--- src/rtl/pipe_addsub_pkg.sv ---
// pipe_addsub_pkg: shared types and elaboration checks for the pipelined
// add/subtract unit (pipe_addsub and its segment stage addsub_seg).
package pipe_addsub_pkg;

   typedef enum logic {
      MODE_ADD = 1'b0,
      MODE_SUB = 1'b1
   } mode_t;

   // The operand must split into NSEG equal carry-chain segments.
   function automatic bit seg_ok(input int w, input int nseg);
      return (nseg >= 1) && (w >= nseg) && ((w % nseg) == 0);
   endfunction

endpackage

--- src/rtl/addsub_seg.sv ---
// addsub_seg: one carry-chain segment of pipe_addsub. Adds segment K of the
// operands with the carry from the previous stage, merges the partial result
// into the running result word and registers everything for the next stage.
// The whole stage holds while adv_i is low.
module addsub_seg
   import pipe_addsub_pkg::*;
#(
   parameter int W  = 10,
   parameter int SW = 5,
   parameter int K  = 0
) (
   input  logic         clk,
   input  logic         rst_n,
   input  logic         adv_i,
   input  logic         vld_i,
   input  mode_t        mode_i,
   input  logic         cin_i,
   input  logic [W-1:0] a_i,
   input  logic [W-1:0] b_i,
   input  logic [W-1:0] r_i,
   output logic         vld_o,
   output mode_t        mode_o,
   output logic         cout_o,
   output logic [W-1:0] a_o,
   output logic [W-1:0] b_o,
   output logic [W-1:0] r_o
);

   localparam int LSB = K * SW;

   logic [SW-1:0] a_seg;
   logic [SW-1:0] b_seg;
   logic [SW:0]   seg_sum;
   logic [W-1:0]  r_d;

   logic          vld_q;
   mode_t         mode_q;
   logic          cy_q;
   logic [W-1:0]  a_q;
   logic [W-1:0]  b_q;
   logic [W-1:0]  r_q;

   // Segment adder: B is inverted for subtract; the stage-0 carry-in supplies the +1.
   always_comb begin
      a_seg   = a_i[LSB +: SW];
      b_seg   = b_i[LSB +: SW] ^ {SW{mode_i == MODE_SUB}};
      seg_sum = {1'b0, a_seg} + {1'b0, b_seg} + {{SW{1'b0}}, cin_i};
      r_d     = r_i;
      r_d[LSB +: SW] = seg_sum[SW-1:0];
   end

   // Stage register: shifts forward on adv_i, otherwise holds; reset clears all.
   always_ff @(posedge clk or negedge rst_n) begin
      if (!rst_n) begin
         vld_q  <= 1'b0;
         mode_q <= MODE_ADD;
         cy_q   <= 1'b0;
         a_q    <= '0;
         b_q    <= '0;
         r_q    <= '0;
      end else if (adv_i) begin
         vld_q  <= vld_i;
         mode_q <= mode_i;
         cy_q   <= seg_sum[SW];
         a_q    <= a_i;
         b_q    <= b_i;
         r_q    <= r_d;
      end
   end

   assign vld_o  = vld_q;
   assign mode_o = mode_q;
   assign cout_o = cy_q;
   assign a_o    = a_q;
   assign b_o    = b_q;
   assign r_o    = r_q;

endmodule

--- src/rtl/pipe_addsub.sv ---
// pipe_addsub: parametrised, pipelined add/subtract with valid/ready flow
// control. The W-bit carry chain is split into NSEG registered segments, one
// per pipeline stage. A single global advance enable moves the whole pipe;
// bubbles are not compressed. out_sum = {carry (add) / borrow (sub), result}.
// Optional feature macro: PIPE_ADDSUB_OVF_EN adds the out_ovf signed-overflow
// output, derived from the operand sign bits carried through the pipe.
module pipe_addsub
   import pipe_addsub_pkg::*;
#(
   parameter int W    = 10,
   parameter int NSEG = 2
) (
   input  logic         clk,
   input  logic         rst_n,
   input  logic         in_valid,
   output logic         in_ready,
   input  logic [W-1:0] in_a,
   input  logic [W-1:0] in_b,
   input  logic         in_mode,
   output logic         out_valid,
   input  logic         out_ready,
   output logic [W:0]   out_sum
`ifdef PIPE_ADDSUB_OVF_EN
   ,
   output logic         out_ovf
`endif
);

   localparam int SW = W / NSEG;

   if (!seg_ok(W, NSEG)) begin : g_bad_cfg
      $error("pipe_addsub: W must be a positive multiple of NSEG");
   end

   logic         adv;
   logic         vld_p  [NSEG];
   mode_t        mode_p [NSEG];
   logic         cy_p   [NSEG];
   logic [W-1:0] a_p    [NSEG];
   logic [W-1:0] b_p    [NSEG];
   logic [W-1:0] r_p    [NSEG];

   // The pipe moves whenever the output stage is empty or being consumed.
   assign adv      = ~vld_p[NSEG-1] | out_ready;
   assign in_ready = adv;

   for (genvar k = 0; k < NSEG; k++) begin : g_seg
      if (k == 0) begin : g_first
         addsub_seg #(.W(W), .SW(SW), .K(k)) u_seg (
            .clk    (clk),
            .rst_n  (rst_n),
            .adv_i  (adv),
            .vld_i  (in_valid & adv),
            .mode_i (mode_t'(in_mode)),
            .cin_i  (in_mode),
            .a_i    (in_a),
            .b_i    (in_b),
            .r_i    ({W{1'b0}}),
            .vld_o  (vld_p[k]),
            .mode_o (mode_p[k]),
            .cout_o (cy_p[k]),
            .a_o    (a_p[k]),
            .b_o    (b_p[k]),
            .r_o    (r_p[k])
         );
      end else begin : g_rest
         addsub_seg #(.W(W), .SW(SW), .K(k)) u_seg (
            .clk    (clk),
            .rst_n  (rst_n),
            .adv_i  (adv),
            .vld_i  (vld_p[k-1]),
            .mode_i (mode_p[k-1]),
            .cin_i  (cy_p[k-1]),
            .a_i    (a_p[k-1]),
            .b_i    (b_p[k-1]),
            .r_i    (r_p[k-1]),
            .vld_o  (vld_p[k]),
            .mode_o (mode_p[k]),
            .cout_o (cy_p[k]),
            .a_o    (a_p[k]),
            .b_o    (b_p[k]),
            .r_o    (r_p[k])
         );
      end
   end

   // Subtract reports borrow, the inverse of the final carry.
   assign out_valid = vld_p[NSEG-1];
   assign out_sum   = {cy_p[NSEG-1] ^ (mode_p[NSEG-1] == MODE_SUB), r_p[NSEG-1]};

`ifdef PIPE_ADDSUB_OVF_EN
   logic sgn_a;
   logic sgn_b_eff;

   // Overflow when the effective operands agree in sign but the result does not.
   assign sgn_a     = a_p[NSEG-1][W-1];
   assign sgn_b_eff = b_p[NSEG-1][W-1] ^ (mode_p[NSEG-1] == MODE_SUB);
   assign out_ovf   = (sgn_a == sgn_b_eff) && (r_p[NSEG-1][W-1] != sgn_a);
`endif

endmodule

--- config.mk ---
export PLATFORM = sky130hd
export DESIGN_NAME = pipe_addsub
export DESIGN_NICKNAME = d
export VERILOG_FILES = /design/src/rtl/pipe_addsub_pkg.sv /design/src/rtl/addsub_seg.sv /design/src/rtl/pipe_addsub.sv
export SDC_FILE = /design/constraint.sdc
export NUM_CORES = 1
export LEC_CHECK = 0
export BUFFER_PORTS_ARGS = -buffer_cell sky130_fd_sc_hd__buf_2
export CAP_MARGIN = 20
export CORE_MARGIN = 5
export CORE_UTILIZATION = 52
export CTS_CLUSTER_DIAMETER = 40
export DETAILED_ROUTE_END_ITERATION = 8
export PLACE_DENSITY = 0.79
export SLEW_MARGIN = 20
export SYNTH_ARGS = -nofsm -noshare
export SYNTH_HDL_FRONTEND = slang
export SYNTH_SLANG_ARGS = --single-unit
--- constraint.sdc ---
create_clock -name clk -period 2.2 [get_ports clk]
set_input_delay 0.22 -clock clk [delete_from_list [all_inputs] [get_ports clk]]
set_output_delay 0.22 -clock clk [all_outputs]
set_load 0.02 [all_outputs]
==> flow_metrics.env, run 1 <==
export IMPL_leakage_power_uw=0.0009888
export IMPL_syn_cell_area_um2=1600
export IMPL_core_area_um2=3003
export IMPL_setup_tns_ps=0
export IMPL_internal_power_uw=1259
export IMPL_holdCritPathClass="in -> reg"
export IMPL_floorplan_die_height_um=65.48
export IMPL_cts_sinks=31
export IMPL_design_portCount=38
export IMPL_antenna_violating_nets_post_route=0
export IMPL_syn2layout_area_growth_pct=18.22
export IMPL_endpoint_required_time_on_the_critical_path_ps=2450
export IMPL_max_slew_worst_pin_slew_ps=683.7
export IMPL_synth_adder_area_share_pct=10.01
export IMPL_yosys_area_share_simple_pct=20.80
export IMPL_dpl_hpwl_um=2224
export IMPL_clock_tree_root_cell="clkbuf_4"
export IMPL_maxCapViolations=0
export IMPL_ctsLongestPathBuffers=2
export IMPL_post_cts_resized=0
export IMPL_worstSetupStartpoint="g_seg[0].g_first.u_seg.mode_o"
export IMPL_power_share_switching_pct=34.75
export IMPL_setup_viol=0
export IMPL_io_buffer_count=37
export IMPL_ys_async_rst_share_pct=100.0
export IMPL_place_gp_congestion=0.8721
export IMPL_yosys_top_cells_area="dfrtp_1 (48%), nand2_1 (13%), ha_1 (6.3%), xor2_1 (6.0%), fa_1 (3.8%)"
export IMPL_reg2regPathDepth=7
export IMPL_vdd_ir_drop_max_mv=0.4267
export IMPL_yosysWarningCount=0
export IMPL_vias_per_cell=5.053
export IMPL_timing_final_crit_period_ps=2042
export IMPL_grt_pass1_wl_um=5444
export IMPL_wl_per_cell_um=12.15
export IMPL_synth_most_common_cell="nand2_1"
export IMPL_synth_top_family_by_area="simple AND/OR/NAND/NOR gates"
export IMPL_num_rows=20
export IMPL_critPathLaunchType="flip-flop"
export IMPL_timing_critical_path_arrival_ps=2300
export IMPL_final_layout_size_suffix_gt1_share_pct=23.00
export IMPL_synth_xor_area_share_pct=7.662
export IMPL_fin_crit_sh_pct=92.81
export IMPL_worstReg2RegEnd="g_seg[1].g_rest.u_seg.r_o[9]"
export IMPL_synthDistinctLibCells=27
export IMPL_post_synth_top_area_fraction_pct=48.48
export IMPL_final_core_utilization_pct=63.00
export IMPL_finalWirelength_um=2988
export IMPL_synth_largest_area_cell="dfrtp_1"
export IMPL_clock_pin_slew_of_the_registers_on_the_worst_case_setup_and_hold_paths_ps=100
export IMPL_synth_edff_count=0
export IMPL_regToRegStartpoint="g_seg[0].g_first.u_seg.mode_o"
export IMPL_worstPathMaxFanout=2
export IMPL_critPathCaptureType="flip-flop"
export IMPL_cts_inserted_buffers=5
export IMPL_synth_ff_latch_count=31
export IMPL_drt_pre_antenna_iters=4
export IMPL_fp_dieW_um=65.48
export IMPL_die_area_um2=4287
export IMPL_vias=1243
export IMPL_nNetsFinal=248
export IMPL_antenna_found_initial=0
export IMPL_power_combinational_fraction_pct=35.1
export IMPL_synth_compound_gate_area_share_pct=7.428
export IMPL_timing_reg2reg_setup_slack_ps=160
export IMPL_hold_violations=0
export IMPL_initial_core_util_pct=53.29
export IMPL_pwr_density_cell_nw_per_um2=1020
export IMPL_switching_power_uw=670.7
export IMPL_largest_net_degree_at_the_start_of_global_routing=43
export IMPL_finalClockSkew_ps=13.54
export IMPL_rsz0062_at_grt="no"
export IMPL_cts_htree_levels=2
export IMPL_source_to_sink_clock_delay_at_the_later_pin_of_the_worst_skew_pair_ps=330
export IMPL_groute_usage_overall_pct=16.70
export IMPL_run_status="finished clean"
export IMPL_synth_main_ff_cell="dfrtp_1"
export IMPL_pwr_share_clk_pct=24.1
export IMPL_report_final_slew_viol_count=0
export IMPL_drt_iter0_markers=37
export IMPL_cts_tree="yes"
export IMPL_yosysSeqAreaShare_pct=48.48
export IMPL_timing_critical_path_to="g_seg[1].g_rest.u_seg.r_o[9]"
export IMPL_synth_cells=174
export IMPL_drc_violations=0
export IMPL_first_global_vias=1333
export IMPL_cts_post_setup_buffers_inserted=0
export IMPL_grt_overflow=0
export IMPL_fmax_mhz=489.7
export IMPL_crit_type="reg -> reg"
export IMPL_worst_max_slew_margin_expressed_relative_to_the_limit_pct=54.42
export IMPL_post_synth_most_frequent_cells="nand2_1 (54), dfrtp_1 (31), xor2_1 (11)"
export IMPL_synth_avg_cell_area_um2=9.197
export IMPL_cts_hold_buffers_added=1
export IMPL_mux_share_of_post_synthesis_cell_area_pct=0.6255
export IMPL_antenna_diode_count=0
export IMPL_sequentialPowerShare_pct=40.8
export IMPL_final_fill_count=261
export IMPL_synth_fp_nets=210
-- stage by stage --
stage / setup slack [ps] / hold WS (ps) / std cells / power (uW) / cell area [um2]
6_report: 158.1 / 73.08 / 246 / 1930 / 1892
3_5_place_dp: 190.3 / 295.1 / 237 / 1486 / 1795
5_1_grt: 60.92 / 64.32 / 246 / 2080 / 1892
3_3_place_gp: 250.5 / 291.4 / 237 / 1460 / 1795
2_1_floorplan: 168.7 / -75.59 / 174 / 1274 / 1600
4_1_cts: 169.1 / 58.47 / 246 / 1960 / 1892
-- power by group through the flow --
stage	clock (uW)	sequential (uW)	combinational (uW)
after floorplan	0	889	386
after global placement	0	797	663
after detailed placement	0	802	683
after CTS	481	790	688
after global routing	513	807	761
final	465	787	678
-- flip-flops by register name (all words and copies together), names as in the netlist --
register,cells
g_seg.g_first.u_seg.vld_o,1
g_seg.g_rest.u_seg.r_o,10
g_seg.g_rest.u_seg.cout_o,1
g_seg.g_first.u_seg.a_o,5
g_seg.g_rest.u_seg.vld_o,1
g_seg.g_first.u_seg.r_o,5
g_seg.g_rest.u_seg.mode_o,1
g_seg.g_first.u_seg.mode_o,1
g_seg.g_first.u_seg.b_o,5
g_seg.g_first.u_seg.cout_o,1
-- layer usage --
metal / up-vias / track usage, % / share of wire (%)
met3: 5 / 6.154 / 6.4
met5: - / 0 / 0
met1: 577 / 18.28 / 43
met2: 31 / 28.82 / 49
met4: 0 / 7.254 / 1.6
li1: 630 / - / -
-- layout by cell type, fill, tap and decap left out, drive strengths merged, types with 2 or more instances in the layout --
cell type | Yosys | final
ha | 8 | 8
nor4b | 2 | 2
xnor2 | 3 | 3
xor2 | 11 | 11
inv | 9 | 9
clkbuf | 1 | 6
nor2b | 4 | 4
o21ai | 9 | 9
nand2 | 54 | 54
or3 | 2 | 2
nor2 | 9 | 9
fa | 3 | 3
nor3 | 3 | 3
a21oi | 10 | 10
buf | 8 | 39
dfrtp | 31 | 31
-- worst max-delay path: stages (launching register included) --
cell	delay, ps
dfrtp_1	400
xnor2_1	140
fa_1	450
fa_1	430
nor2b_1	120
o21ai_0	110
nor4b_1	160
nor3_1	160
-- worst min-delay path by stage --
| stage | slack [ps] | depth (start not counted) | start | end |
|---|---|---|---|---|
| finish | 70 | 3 | in_a[8] | g_seg[0].g_first.u_seg.a_o[8] |
| global route | 60 | 3 | in_a[7] | g_seg[0].g_first.u_seg.a_o[7] |
| CTS | 60 | 3 | in_a[8] | g_seg[0].g_first.u_seg.a_o[8] |
| detailed placement | 300 | 1 | rst_n | g_seg[0].g_first.u_seg.vld_o |
| global placement | 290 | 1 | rst_n | g_seg[0].g_first.u_seg.vld_o |
| floorplan | -80 | 0 | rst_n | g_seg[0].g_first.u_seg.a_o[5] |
-- cell type report --
class                   count  area [um2]  share of cell area, %
clock inverters             2       35.03                  1.852
multi-input cells         125       744.5                  39.35
clock buffers               6       51.30                  2.712
repair buffers             40       210.2                  11.11
well taps                  33       41.29                  2.183
inverters                   9       33.78                  1.786
flip-flops and latches     31       775.7                  41.01
-- kinds of logic (layout without fill, tap and decap cells) --
family | count (synthesis) | count (layout)
xor+xnor | 14 | 14
compound gates | 22 | 22
simple gates | 77 | 77
mux | 1 | 1
fa+ha+maj | 11 | 11
flops | 31 | 31
buf+inv | 18 | 57
(Power assumes the default switching activity.)
==> run 2: changes to the inputs <==
CORE_ASPECT_RATIO = 1.75   (was not set)
PLACE_DENSITY = 0.77   (was 0.79)
==> flow_metrics.env, run 2 (synthesis gave the netlist of run 1 again) <==
export IMPL_run_status="finished clean"
export IMPL_max_slew_worst_pin_slew_ps=658.8
export IMPL_grt_overflow=0
export IMPL_source_to_sink_clock_delay_at_the_later_pin_of_the_worst_skew_pair_ps=280
export IMPL_largest_register_ffs=10
export IMPL_nNetsFinal=248
export IMPL_groute_usage_overall_pct=15.13
export IMPL_final_layout_size_suffix_gt1_share_pct=22.54
export IMPL_largest_net_degree_at_the_start_of_global_routing=43
export IMPL_syn2layout_area_growth_pct=19.78
export IMPL_design_portCount=38
export IMPL_placedCellCount=246
export IMPL_floorplan_die_height_um=83.39
export IMPL_die_area_um2=4331
export IMPL_critPathMostFrequentCell="fa_1"
export IMPL_io_buffer_count=37
export IMPL_initial_core_util_pct=54.06
export IMPL_vias_per_cell=4.808
export IMPL_endpoint_required_time_on_the_critical_path_ps=2390
export IMPL_pwr_density_cell_nw_per_um2=1016
export IMPL_cts_tree="yes"
export IMPL_wl_per_cell_um=11.98
export IMPL_setup_viol=0
export IMPL_crit_path_max_incr_delay_ps=460
export IMPL_layout_cells_most_common_list="nand2_1 (54), buf_2 (37), dfrtp_1 (31), xor2_1 (11), a21oi_1 (10)"
export IMPL_power_total_uw=1947
export IMPL_maxCapViolations=0
export IMPL_core_area_um2=2960
export IMPL_cts_sinks=31
export IMPL_leakage_power_uw=0.0009920
export IMPL_timing_final_crit_period_ps=2069
export IMPL_vdd_ir_drop_max_mv=0.6503
export IMPL_cts_htree_levels=2
export IMPL_layout_cells_non_filler=255
export IMPL_buf_inv_on_cp=0
export IMPL_drc_violations=0
export IMPL_clock_tree_root_cell="clkbuf_8"
export IMPL_num_rows=26
export IMPL_critPathLaunchType="flip-flop"
export IMPL_clock_pin_slew_of_the_registers_on_the_worst_case_setup_and_hold_paths_ps=60
export IMPL_first_global_vias=1212
export IMPL_antenna_violating_nets_post_route=0
export IMPL_rsz0062_at_grt="no"
export IMPL_drt_pre_antenna_iters=4
export IMPL_finalWirelength_um=3056
export IMPL_antenna_diode_count=0
export IMPL_hold_violations=0
export IMPL_worst_max_slew_margin_expressed_relative_to_the_limit_pct=56.08
export IMPL_grt_pass1_wl_um=5043
export IMPL_antenna_found_initial=0
export IMPL_cts_inserted_buffers=5
export IMPL_commonest_non_fill_non_tap_cell_in_the_layout="nand2_1"
export IMPL_holdCritPathClass="in -> reg"
export IMPL_fin_crit_sh_pct=94.04
export IMPL_setup_tns_ps=0
export IMPL_fmax_mhz=483.3
export IMPL_critPathCaptureType="flip-flop"
export IMPL_crit_type="reg -> reg"
export IMPL_finalClockSkew_ps=4.786
export IMPL_place_gp_congestion=0.8188
export IMPL_dpl_hpwl_um=2445
export IMPL_report_final_slew_viol_count=0
export IMPL_ctsLongestPathBuffers=2
export IMPL_final_fill_count=247
export IMPL_vias=1226
export IMPL_drt_iter0_markers=21
export IMPL_worstPathMaxFanout=2
export IMPL_critPathSlowestCell="fa_1"
export IMPL_timing_critical_path_arrival_ps=2260
export IMPL_fp_dieW_um=51.94
export IMPL_worstPathCellList="xnor2_1, fa_1, fa_1, nor2b_1, o21ai_0, nor4b_1, nor3_1"
export IMPL_cts_post_setup_buffers_inserted=0
export IMPL_critical_path_top_delay_family="adder cells"
-- run 2: path summary, 6_finish.rpt --
| check | startpoint | end | slack (ps) | cells after the start |
|---|---|---|---|---|
| setup / recovery | g_seg[0].g_first.u_seg.b_o[5] | g_seg[1].g_rest.u_seg.r_o[9] | 130 | 7 |
| setup reg to reg | g_seg[0].g_first.u_seg.b_o[5] | g_seg[1].g_rest.u_seg.r_o[9] | 130 | 7 |
| hold reg to reg | g_seg[1].g_rest.u_seg.r_o[2] | g_seg[1].g_rest.u_seg.r_o[2] | 460 | 2 |
| hold / removal | in_a[7] | g_seg[0].g_first.u_seg.a_o[7] | 140 | 3 |
| max in group asynchronous | rst_n | g_seg[1].g_rest.u_seg.r_o[2] | 1260 | 2 |
| min in group asynchronous | rst_n | g_seg[1].g_rest.u_seg.mode_o | 500 | 2 |
-- run 2: worst register-to-register path, delay by kind of cell, from the launching register on --
kind | cells | cell delay, ps
adders and majority gates | 2 | 890
and+or+nand+nor | 3 | 460
DFF | 1 | 390
xor gates and xnor gates | 1 | 140
AOI/OAI and AO/OA | 1 | 100
-- run 2: power breakdown --
part	total, uW	internal (uW)	leakage [uW]	switching, uW
clock	477	285	0.0000515	192
combinational	676	275	0.000576	402
sequential	793	717	0.000364	76.7
total	1950	1280	0.000992	670
-- run 2: repair_timing --
| item | CTS | global route |
|---|---|---|
| hold buffers | 1 | 0 |
| hold endpoints to repair | 22 | 0 |
| resized for setup | 0 | 0 |
-- run 2: cell type report --
class / instances / area, um2 / area share (%)
Tap cell: 42 / 52.55 / 2.742
Inverter: 9 / 33.78 / 1.762
Timing Repair Buffer: 40 / 210.2 / 10.97
Multi-Input combinational cell: 125 / 744.5 / 38.84
Clock buffer: 8 / 100.1 / 5.222
Sequential cell: 31 / 775.7 / 40.47
-- run 2: layer usage --
metal	wire length (um)	vias up	GRT usage (%)
met4	68	0	5.728
met5	0	-	0
met1	1123	564	15.34
met3	159	7	4.659
li1	-	626	-
met2	1704	29	27.38
-- run 2: per-stage QoR --
stage	hold WS (ps)	util [%]	instance area, um2	setup slack [ps]
after floorplan	-75.59	-	1600	168.7
after global placement	277.5	61.03	1807	228.0
after detailed placement	294.9	61.03	1807	150.0
after CTS	139.4	64.75	1917	123.4
after global routing	142.9	64.75	1917	2.306
final	142.8	64.75	1917	131.0
